--- src/rtl/cam_seq_pkg.sv ---
// Shared definitions for the camera power sequencer: state encoding, state
// field width and default phase timings.
package cam_seq_pkg;

    localparam int STATE_W = 3;

    typedef enum logic [STATE_W-1:0] {
        ST_OFF     = 3'd0,
        ST_PWRUP   = 3'd1,
        ST_CLKON   = 3'd2,
        ST_RSTHOLD = 3'd3,
        ST_SETTLE  = 3'd4,
        ST_READY   = 3'd5,
        ST_PWRDN   = 3'd6
    } cam_state_e;

    localparam int DEF_CNT_W    = 16;
    localparam int DEF_T_PWDN   = 1000;
    localparam int DEF_T_CLK    = 100;
    localparam int DEF_T_RST    = 500;
    localparam int DEF_T_SETTLE = 20000;
    localparam int DEF_WD_W     = 24;
    localparam int DEF_T_WDOG   = 1000000;

endpackage

--- src/rtl/cam_seq_timer.sv ---
// Loadable down-counter shared by all timed phases of the sequencer; stops at
// zero and flags it.
module cam_seq_timer
    import cam_seq_pkg::*;
#(
    parameter int CNT_W = DEF_CNT_W
) (
    input  logic             clk,
    input  logic             reset,
    input  logic             load,
    input  logic [CNT_W-1:0] load_val,
    output logic             zero
);

    logic [CNT_W-1:0] cnt_q, cnt_d;

    always_comb begin
        cnt_d = cnt_q;
        if (load) begin
            cnt_d = load_val;
        end else if (cnt_q != '0) begin
            cnt_d = cnt_q - CNT_W'(1);
        end
    end

    always_ff @(posedge clk or posedge reset) begin
        if (reset) begin
            cnt_q <= '0;
        end else begin
            cnt_q <= cnt_d;
        end
    end

    assign zero = (cnt_q == '0);

endmodule

--- src/rtl/cam_pwr_seq.sv ---
// Camera power-up/power-down sequencer (mclk domain). Define CAM_PWR_SEQ_WDOG_EN
// to add the vsync watchdog that forces a fault and a full re-sequence.
module cam_pwr_seq
    import cam_seq_pkg::*;
#(
    parameter int CNT_W    = DEF_CNT_W,
    parameter int T_PWDN   = DEF_T_PWDN,
    parameter int T_CLK    = DEF_T_CLK,
    parameter int T_RST    = DEF_T_RST,
    parameter int T_SETTLE = DEF_T_SETTLE,
    parameter int WD_W     = DEF_WD_W,
    parameter int T_WDOG   = DEF_T_WDOG
) (
    input  logic               clk,
    input  logic               reset,
    input  logic               power_on_req,
    input  logic               cam_vsync,
    output logic               cam_pwdn,
    output logic               cam_clk_en,
    output logic               cam_rst_n,
    output logic               cam_ready,
    output logic               busy,
    output logic [STATE_W-1:0] state,
    output logic               fault
);

    localparam logic [CNT_W-1:0] LD_PWDN   = CNT_W'(T_PWDN - 1);
    localparam logic [CNT_W-1:0] LD_CLK    = CNT_W'(T_CLK - 1);
    localparam logic [CNT_W-1:0] LD_RST    = CNT_W'(T_RST - 1);
    localparam logic [CNT_W-1:0] LD_SETTLE = CNT_W'(T_SETTLE - 1);

    cam_state_e state_q, state_d;
    logic       pwdn_q, pwdn_d;
    logic       clk_en_q, clk_en_d;
    logic       rst_n_q, rst_n_d;
    logic       ready_q, ready_d;
    logic       busy_q, busy_d;
    logic       fault_q, fault_d;

    logic             tmr_load;
    logic [CNT_W-1:0] tmr_val;
    logic             tmr_zero;
    logic             wd_trip;

    cam_seq_timer #(.CNT_W(CNT_W)) u_timer (
        .clk      (clk),
        .reset    (reset),
        .load     (tmr_load),
        .load_val (tmr_val),
        .zero     (tmr_zero)
    );

`ifdef CAM_PWR_SEQ_WDOG_EN
    localparam logic [WD_W-1:0] WD_LAST = WD_W'(T_WDOG - 1);

    logic            vs_s1_q, vs_s2_q, vs_s3_q;
    logic            vs_rise;
    logic [WD_W-1:0] wd_cnt_q, wd_cnt_d;

    assign vs_rise = vs_s2_q & ~vs_s3_q;
    assign wd_trip = (state_q == ST_READY) && (wd_cnt_q == WD_LAST);

    always_comb begin
        wd_cnt_d = wd_cnt_q + WD_W'(1);
        if ((state_q != ST_READY) || vs_rise) begin
            wd_cnt_d = '0;
        end
    end

    always_ff @(posedge clk or posedge reset) begin
        if (reset) begin
            vs_s1_q  <= 1'b0;
            vs_s2_q  <= 1'b0;
            vs_s3_q  <= 1'b0;
            wd_cnt_q <= '0;
        end else begin
            vs_s1_q  <= cam_vsync;
            vs_s2_q  <= vs_s1_q;
            vs_s3_q  <= vs_s2_q;
            wd_cnt_q <= wd_cnt_d;
        end
    end
`else
    logic unused_vsync;
    assign unused_vsync = cam_vsync;
    assign wd_trip      = 1'b0;
`endif

    always_comb begin
        logic down_req;
        state_d  = state_q;
        pwdn_d   = pwdn_q;
        clk_en_d = clk_en_q;
        rst_n_d  = rst_n_q;
        ready_d  = ready_q;
        fault_d  = fault_q;
        tmr_load = 1'b0;
        tmr_val  = '0;
        down_req = 1'b0;

        case (state_q)
            ST_OFF: begin
                if (power_on_req) begin
                    state_d  = ST_PWRUP;
                    pwdn_d   = 1'b0;
                    tmr_load = 1'b1;
                    tmr_val  = LD_PWDN;
                end else begin
                    fault_d = 1'b0;
                end
            end
            ST_PWRUP: begin
                if (tmr_zero) begin
                    state_d  = ST_CLKON;
                    clk_en_d = 1'b1;
                    tmr_load = 1'b1;
                    tmr_val  = LD_CLK;
                end
            end
            ST_CLKON: begin
                if (tmr_zero) begin
                    state_d  = ST_RSTHOLD;
                    tmr_load = 1'b1;
                    tmr_val  = LD_RST;
                end
            end
            ST_RSTHOLD: begin
                if (tmr_zero) begin
                    state_d  = ST_SETTLE;
                    rst_n_d  = 1'b1;
                    tmr_load = 1'b1;
                    tmr_val  = LD_SETTLE;
                end
            end
            ST_SETTLE: begin
                if (tmr_zero) begin
                    state_d = ST_READY;
                    ready_d = 1'b1;
                end
            end
            ST_READY: begin
                if (wd_trip) begin
                    fault_d  = 1'b1;
                    down_req = 1'b1;
                end
            end
            ST_PWRDN: begin
                if (tmr_zero) begin
                    state_d  = ST_OFF;
                    clk_en_d = 1'b0;
                    pwdn_d   = 1'b1;
                end
            end
            default: down_req = 1'b1;
        endcase

        // A dropped request overrides whatever the timed phase wanted this edge.
        if ((state_q inside {ST_PWRUP, ST_CLKON, ST_RSTHOLD, ST_SETTLE, ST_READY})
            && !power_on_req) begin
            down_req = 1'b1;
        end

        if (down_req) begin
            state_d  = ST_PWRDN;
            ready_d  = 1'b0;
            rst_n_d  = 1'b0;
            tmr_load = 1'b1;
            tmr_val  = LD_CLK;
        end

        busy_d = !(state_d inside {ST_OFF, ST_READY});
    end

    always_ff @(posedge clk or posedge reset) begin
        if (reset) begin
            state_q  <= ST_OFF;
            pwdn_q   <= 1'b1;
            clk_en_q <= 1'b0;
            rst_n_q  <= 1'b0;
            ready_q  <= 1'b0;
            busy_q   <= 1'b0;
            fault_q  <= 1'b0;
        end else begin
            state_q  <= state_d;
            pwdn_q   <= pwdn_d;
            clk_en_q <= clk_en_d;
            rst_n_q  <= rst_n_d;
            ready_q  <= ready_d;
            busy_q   <= busy_d;
            fault_q  <= fault_d;
        end
    end

    assign state      = state_q;
    assign cam_pwdn   = pwdn_q;
    assign cam_clk_en = clk_en_q;
    assign cam_rst_n  = rst_n_q;
    assign cam_ready  = ready_q;
    assign busy       = busy_q;

`ifdef CAM_PWR_SEQ_WDOG_EN
    assign fault = fault_q;
`else
    assign fault = 1'b0;
    logic unused_fault;
    assign unused_fault = fault_q ^ fault_d;
`endif

endmodule

--- config.mk ---
export PLATFORM = sky130hd
export DESIGN_NAME = cam_pwr_seq
export DESIGN_NICKNAME = d
export VERILOG_FILES = /design/src/rtl/cam_seq_pkg.sv /design/src/rtl/cam_seq_timer.sv /design/src/rtl/cam_pwr_seq.sv
export SDC_FILE = /design/constraint.sdc
export NUM_CORES = 1
export LEC_CHECK = 0
export ABC_AREA = 1
export CORE_ASPECT_RATIO = 0.75
export CORE_MARGIN = 2
export CORE_UTILIZATION = 25
export DETAILED_ROUTE_END_ITERATION = 10
export GPL_TIMING_DRIVEN = 0
export SLEW_MARGIN = 20
export SYNTH_ARGS = -nofsm -noshare
export SYNTH_HDL_FRONTEND = slang
export SYNTH_SLANG_ARGS = --single-unit
--- constraint.sdc ---
create_clock -name clk -period 2.3 [get_ports clk]
set_clock_uncertainty 0.1 [all_clocks]
set_input_delay 0.23 -clock clk [delete_from_list [all_inputs] [get_ports clk]]
set_output_delay 0.23 -clock clk [all_outputs]
set_load 0.01 [all_outputs]
Word-level counts from Yosys, hierarchy flattened

Index checks and enable logic that the tools add are counted.
W data, S select, Z words.

Reductions and logical operators: 21
Muxes and demuxes: 31
Add/subtract/negate cells: 1
Equality and inequality tests: 10

Operators with widths:

| operator                | number |
|---|---|
| $pmux W15 S4            | 1 |
| $mux W16                | 3 |
| $mux W3                 | 7 |
| $pmux W3 S6             | 1 |
| $logic_not A16 Y1       | 1 |
| $reduce_bool A16 Y1     | 1 |
| $sub A16 B1 Y16 const B | 1 |
| $mux W15                | 1 |
| $reduce_bool A2 Y1      | 7 |
| $eq A3 B3 Y1 const B    | 4 |
| $mux W1                 | 12 |
| $mux W10                | 1 |
| $mux W9                 | 1 |
| $mux W7                 | 1 |
| $reduce_or A7 Y1        | 1 |
| $eq A3 B2 Y1 const B    | 2 |
| $logic_not A3 Y1        | 2 |
| $ne A2 B2 Y1 const B    | 3 |
| $pmux W1 S2             | 3 |
| $reduce_and A3 Y1       | 2 |
| $reduce_bool A5 Y1      | 1 |
| $reduce_and A2 Y1       | 2 |
| $eq A3 B1 Y1 const B    | 1 |
| $reduce_or A3 Y1        | 1 |
| 2 further kinds         | 3 |

Output and inout port bits: 9
Bits of input ports: 4
Bits in registers: 24
Logic and storage cells: 70

Depth between registers and ports, before layout

Gate-level depths: netlist (run 1).

Word-level depth: 8
Mapped depth: 13
Depth with buffers taken out: 13

Modules after synthesis

From an unflattened synthesis (run 1), not the netlist that was laid out.

Cell total of the unflattened synthesis: 250
Area, all modules: 1,779.2 µm²

By module, submodules not included:

| module        | area an instance (µm²) | seq. area each (µm²) | times used | cells an instance |
|---|---|---|---|---|
| cam_seq_timer | 1,213.7                | 400.4                | 1          | 169 |
| cam_pwr_seq   | 565.5                  | 201.4                | 1          | 81 |

Worst setup path after synthesis (run 1)

Ideal clock, no wire load.

Kind: reg2reg
Start point: register u_timer.cnt_q[0]
End point: register u_timer.cnt_q[9]
Arrival time: 1.393 ns
Setup time: 0.127 ns
Cell stages (with the launch flop): 13
Required time: 2.073 ns
Period minus slack after synthesis: 1.620 ns
Path buffers: 1
Path slack: 0.680 ns
Path through: dfrtp_1 -> inv_1 -> ha_1 -> inv_1 -> nor2_1 -> nand2_1 -> nor2_2 -> nand3_2 -> clkinv_2 -> nand2_4 -> buf_6 -> nand3_1 -> a21oi_1

Cells in the longest elaborated chain, start to end: 5
Elaborated cells on any way between the ends: 12
Classes of those cells: 1 x add/sub; 8 x mux; 3 x reduce/logical

RTL lines:

| element                                                 | RTL line            | RTL |
|---|---|---|
| start: declaration                                      | cam_seq_timer.sv:15 | `logic [CNT_W-1:0] cnt_q, cnt_d;` |
| start signal: assignment                                | cam_seq_timer.sv:30 | `cnt_q <= cnt_d;` |
| branches (longest 5 deep; another with $sub A16 B1 Y16) | --                  |  |

Parallel ways; which one is timed is not known. The select of a mux whose other input is x is not followed.
A chain may end at the register's enable or synchronous reset.

Worst setup path after layout (run 1)

Start point: register u_timer.cnt_q[0]
End point: register u_timer.cnt_q[2]

Same word-level chain as after synthesis.

==> results of run 1 <==
[Yosys cell counts (all sizes together), types with 2 or more instances]
| cell | count | area (sq um) |
|---|---|---|
| dfrtp | 23 | 576 |
| buf | 4 | 43.8 |
| a21oi | 14 | 70.1 |
| o21ai | 5 | 25.0 |
| nand3b | 2 | 15.0 |
| inv | 24 | 90.1 |
| xnor2 | 4 | 35.0 |
| ha | 2 | 25.0 |
| nand3 | 31 | 185 |
| xor2 | 6 | 52.6 |
| clkinv | 2 | 8.75 |
| nand4 | 3 | 18.8 |
| nor3 | 7 | 40.0 |
| nand2 | 51 | 216 |
| nor2 | 37 | 210 |
[placed cells by master, fill, tap and decap left out, types with 2 or more instances in the layout]
cell,instances
a21oi_1,14
o21ai_0,5
nor3_1,6
inv_1,22
nand3_2,6
xnor2_1,4
ha_1,2
nor2_4,4
nand3_1,25
nor2_2,10
nand4_1,3
xor2_1,6
nand3b_1,2
clkdlybuf4s50_1,10
nand2_1,47
nand2_4,3
dfrtp_1,23
clkbuf_8,3
nor2_1,22
inv_2,2
[stage by stage]
stage	setup WS [ns]	cell area [sq um]	util [%]	cells	total power, mW
finish	0.341	1930	30.4	314	0.816
global route	0.144	1930	30.4	314	0.848
CTS	0.346	1930	30.4	314	0.829
detailed placement	0.368	1860	29.2	310	0.446
global placement	0.402	1860	29.2	310	0.446
floorplan	0.680	1660	-	219	0.439
[sequential cells by signal, indices dropped and copies added, names as in the netlist]
name,cells
u_timer.cnt_q,16
state,3
busy,1
cam_clk_en,1
cam_pwdn,1
cam_ready,1
cam_rst_n,1
[logic make-up after synthesis]
logic type,Yosys count
flops,24
other cells,1
compound gates,20
simple gates,132
fa+ha+maj,2
buf+inv,30
xor+xnor,10
[layout make-up]
class / instances / share of cell area, %
flip-flops and latches: 24 / 31.2
well taps: 81 / 5.26
clock inverters: 1 / 1.56
multi-input cells: 165 / 47.2
repair buffers: 10 / 5.19
clock buffers: 3 / 2.14
plain buffers: 4 / 2.27
inverters: 26 / 5.13
[metal layers]
| metal | wire length [um] | up-vias | share of wire, % | GRT usage (%) |
|---|---|---|---|---|
| li1 | - | 732 | - | - |
| met1 | 2120 | 672 | 54 | 17.8 |
| met2 | 1460 | 55 | 37 | 16.0 |
| met3 | 299 | 5 | 7.7 | 2.73 |
| met4 | 29 | 0 | 0.74 | 2.78 |
| met5 | 0 | - | 0 | 0 |
[worst paths after layout]
path,startpoint,to,slack (ns),cells after the start
worst max-delay path,u_timer.cnt_q[0]$_DFFE_PP0P_,u_timer.cnt_q[2]$_DFFE_PP0P_,0.34,10
worst max register to register,u_timer.cnt_q[0]$_DFFE_PP0P_,u_timer.cnt_q[2]$_DFFE_PP0P_,0.34,10
min in group clk,u_timer.cnt_q[0]$_DFFE_PP0P_,u_timer.cnt_q[0]$_DFFE_PP0P_,0.38,2
worst min register to register,u_timer.cnt_q[0]$_DFFE_PP0P_,u_timer.cnt_q[0]$_DFFE_PP0P_,0.38,2
max in group asynchronous,reset,u_timer.cnt_q[13]$_DFFE_PP0P_,1.17,2
worst min-delay path,reset,busy$_DFF_PP0_,0.36,2
[report_power, final]
part           internal (mW)  switching [mW]  total, mW  leakage, nW
Combinational        0.00446          0.0110     0.0154        0.582
Clock                  0.233           0.146      0.379       0.0357
Sequential             0.422               0      0.422        0.302
Total                  0.659           0.157      0.816        0.920
==> flow_summary.toml, run 1 <==
[die]
die_x_um = 98.0
num_io_pins = 13
row_count = 25
start_util_pct = 26.1
design.core.area_sq_um = 6350
die_area_sq_um = 7300
fp.dieH_um = 74.5

[timing]
max_freq_ghz = 0.510
fin_tns_setup_ns = 0
setup_viol = 0
period_share_pct = 85.2
finalCriticalPeriod_ns = 1.96
rsz0062_at_grt = "false"
slew_violations = 0
tightest_slew_ns = 0.937
whs_ns = 0.359
hold_viol_final = 0
slew_headroom_pct = 37.5

[yosys]
synthAdderAreaFrac_pct = 1.51
synth_ff_type = "dfrtp_1"
synth_seq_area_share_pct = 36.4
synth_compound_area_share_pct = 6.20
synth-xor-area-share_pct = 5.29
synthMuxAreaShare_pct = 0
syn_avg_cell_area_sq_um = 7.56
synth_cell_type_count = 31
synth_edf_count = 0
synth_warnings = 0
synthCells = 219
syn_nets = 225
synthArstFlopShare_pct = 100
netlist_area_sq_um = 1660
yosys_register_bits = 24
yosys.area_share.simple_pct = 41.8
synth_top_family_by_area = "simple AND/OR/NAND/NOR gates"

[grt]
grt_pass1_wl_mm = 6.64
grt_pass1_vias = 1356
grt_max_degree = 25
grt_usage_pct = 11.5
overflow = 0
antenna_found_initial = 0

[placement]
place.gp.congestion = 0.883
portBuffers = 10
dp.final_hpwl_mm = 3.03

[pwr]
peakVddDrop_uv = 278
p_leak_nw = 0.920
p_per_area_nw_per_um2 = 423

[routing]
finalWirelength_mm = 3.91
drt_iter0_drc = 107
dr.pass1.iters = 5
dr_total_vias = 1464
routed_via_density = 4.66
drt.antenna.violating_nets = 0
wl_per_cell_um = 12.4
drc = 0

[layout]
layout-drive-gt1-share_pct = 16.3
seqCellArea_sq_um = 602
fin_nets = 240
syn_to_final_growth_pct = 16.5
num_antenna_cells = 0
multi_input_area_sq_um = 911
nFillCells = 674

[worst_setup_path]
crit_chain = "inv_1, ha_1, inv_1, nor2_1, nand2_1, nor2_2, nand2_1, nor2_1, o21ai_0, a21oi_1"
end_kind = "flop"
critPathSlowestCell = "dfrtp_1"
cp_top_family = "simple AND/OR/NAND/NOR gates"
crit_required_ns = 2.40
critPathArrivalTime_ns = 2.06
path_buf_inv = 2
slowest_delay_ns = 0.38
crit_fanout = 4
crit_path_start_kind = "flop"
path_class = "reg2reg"

[clocking]
cts_buffer_depth = 2
cts_resized = 0
htreeDepth = 1
clock_latency_ns = 0.27
cts_buffers = 3
clkSlewWorstSetupHoldPaths_ns = 0.09
clock-sinks = 24
cts_root_buffer = "clkbuf_8"
cts_hold_buf = 0
cts_tree = "built"
postCtsSetupRepairBufs = 0

[min_path]
hp-class = "in2async"

[run_status]
status = "finished clean"

[job]
cap_violations = 0
No activity file was read; power rests on OpenSTA's default activity.
==> run 2: changes to the inputs <==
CORE_UTILIZATION = 58   (was 25)
PLACE_DENSITY = 0.79   (was default)
SETUP_SLACK_MARGIN = 0.5   (was default)
==> flow_summary.toml, run 2 (synthesis gave the netlist of run 1 again) <==
[run_status]
status = "finished clean"

[die]
start_util_pct = 62.2
fp.dieH_um = 50.3
die_x_um = 65.7
row_count = 16
num_io_pins = 13
design.core.area_sq_um = 2660
die_area_sq_um = 3300

[clocking]
clkSlewWorstSetupHoldPaths_ns = 0.08
cts_buffer_depth = 2
cts_buffers = 3
clock_latency_ns = 0.27
cts_tree = "built"
cts_hold_buf = 0
clock-sinks = 24
htreeDepth = 1
cts_root_buffer = "clkbuf_8"

[timing]
slew_violations = 0
rsz0062_at_grt = "true"
fin_tns_setup_ns = 0
setup_viol = 0
setup_ws_ns = 0.462
whs_ns = 0.358
tightest_slew_ns = 0.905
period_share_pct = 79.9
hold_viol_final = 0
finalCriticalPeriod_ns = 1.84
slew_headroom_pct = 39.6
max_freq_ghz = 0.544

[routing]
drt.antenna.violating_nets = 0
dr.pass1.iters = 5
dr_total_vias = 1703
routed_via_density = 6.17
drc = 0
drt_iter0_drc = 194
finalWirelength_mm = 4.95
wl_per_cell_um = 17.9

[grt]
grt_max_degree = 25
grt_pass1_vias = 1506
overflow = 0
grt_usage_pct = 27.2
antenna_found_initial = 0
grt_pass1_wl_mm = 6.83

[layout]
mostFrequentLayoutCells = "nand2_1, dfrtp_1, inv_1"
postLayoutCoreUtil_pct = 79.6
num_antenna_cells = 0
final_cells = 276
fin_nets = 247
layout_commonest_cell = "nand2_1"
syn_to_final_growth_pct = 28.0
final_cell_area_sq_um = 2120
largest_reg_flops = 16
top_register = "u_timer.cnt_q"
nFillCells = 161
layout-drive-gt1-share_pct = 33.8

[pwr]
peakVddDrop_uv = 344
p_per_area_nw_per_um2 = 327
p_leak_nw = 0.985
p_total_mw = 0.694

[min_path]
hp-class = "in2async"

[worst_setup_path]
crit_required_ns = 2.35
end_kind = "flop"
critPathArrivalTime_ns = 1.89
path_class = "reg2reg"
crit_path_start_kind = "flop"
crit_fanout = 5

[placement]
portBuffers = 10
dp_slack_ns = 0.449
dp.final_hpwl_mm = 3.05
dpl_cell_area_sq_um = 1800
place.gp.congestion = 0.874
dp_cells = 265

[job]
cap_violations = 0
run 2: where the power goes:
group          switching, mW  internal [mW]  leakage (nW)
clock                  0.133          0.124        0.0228
sequential                 0          0.422         0.300
combinational         0.0109        0.00448         0.662
run 2: per-layer routing:
layer  vias up  share of wire [%]  global-route usage, %
li1        751                  -                      -
met1       812                 41                   37.4
met2       118                 45                   41.6
met3        22                9.9                   8.07
met4         0                3.8                   7.99
met5         -                  0                      0
run 2: path summary, 6_finish.rpt:
path | from | to | slack [ns] | depth (start not counted)
max | u_timer.cnt_q[1]$_DFFE_PP0P_ | u_timer.cnt_q[9]$_DFFE_PP0P_ | 0.46 | 12
min | reset | u_timer.cnt_q[8]$_DFFE_PP0P_ | 0.36 | 2
max reg2reg | u_timer.cnt_q[1]$_DFFE_PP0P_ | u_timer.cnt_q[9]$_DFFE_PP0P_ | 0.46 | 12
min reg2reg | cam_pwdn$_DFFE_PP1P_ | cam_pwdn$_DFFE_PP1P_ | 0.41 | 2
max in group asynchronous | reset | state[1]$_DFF_PP0_ | 1.13 | 2
min in group clk | cam_pwdn$_DFFE_PP1P_ | cam_pwdn$_DFFE_PP1P_ | 0.41 | 2
run 2: cell type report:
type	instances	area [sq um]	area share, %
inverter	26	100	4.73
sequential	24	606	28.6
timing repair buffer	16	163	7.68
tap	36	45.0	2.13
buffer	4	50.0	2.36
clock buffer	4	45.0	2.13
multi-input combinational	166	1110	52.4
run 2: repair_timing:
action | in CTS | in global routing
buffers inserted | 0 | 5
cloned | 0 | 2
endpoints found under the setup margin | 13 | 17
gates resized for setup | 7 | 47
pin swaps | 0 | 8
run 2: critical path, cell delays in order, from the launching register on:
cell and delay, ns:
dfrtp_1 0.41, inv_2 0.10, ha_4 0.14, inv_2 0.04, nor2_4 0.12, nand2_2 0.07
nor2_4 0.14, nand3_2 0.11, inv_4 0.10, nand2_8 0.08, clkbuf_16 0.17, nand3_2 0.07
a21oi_2 0.05
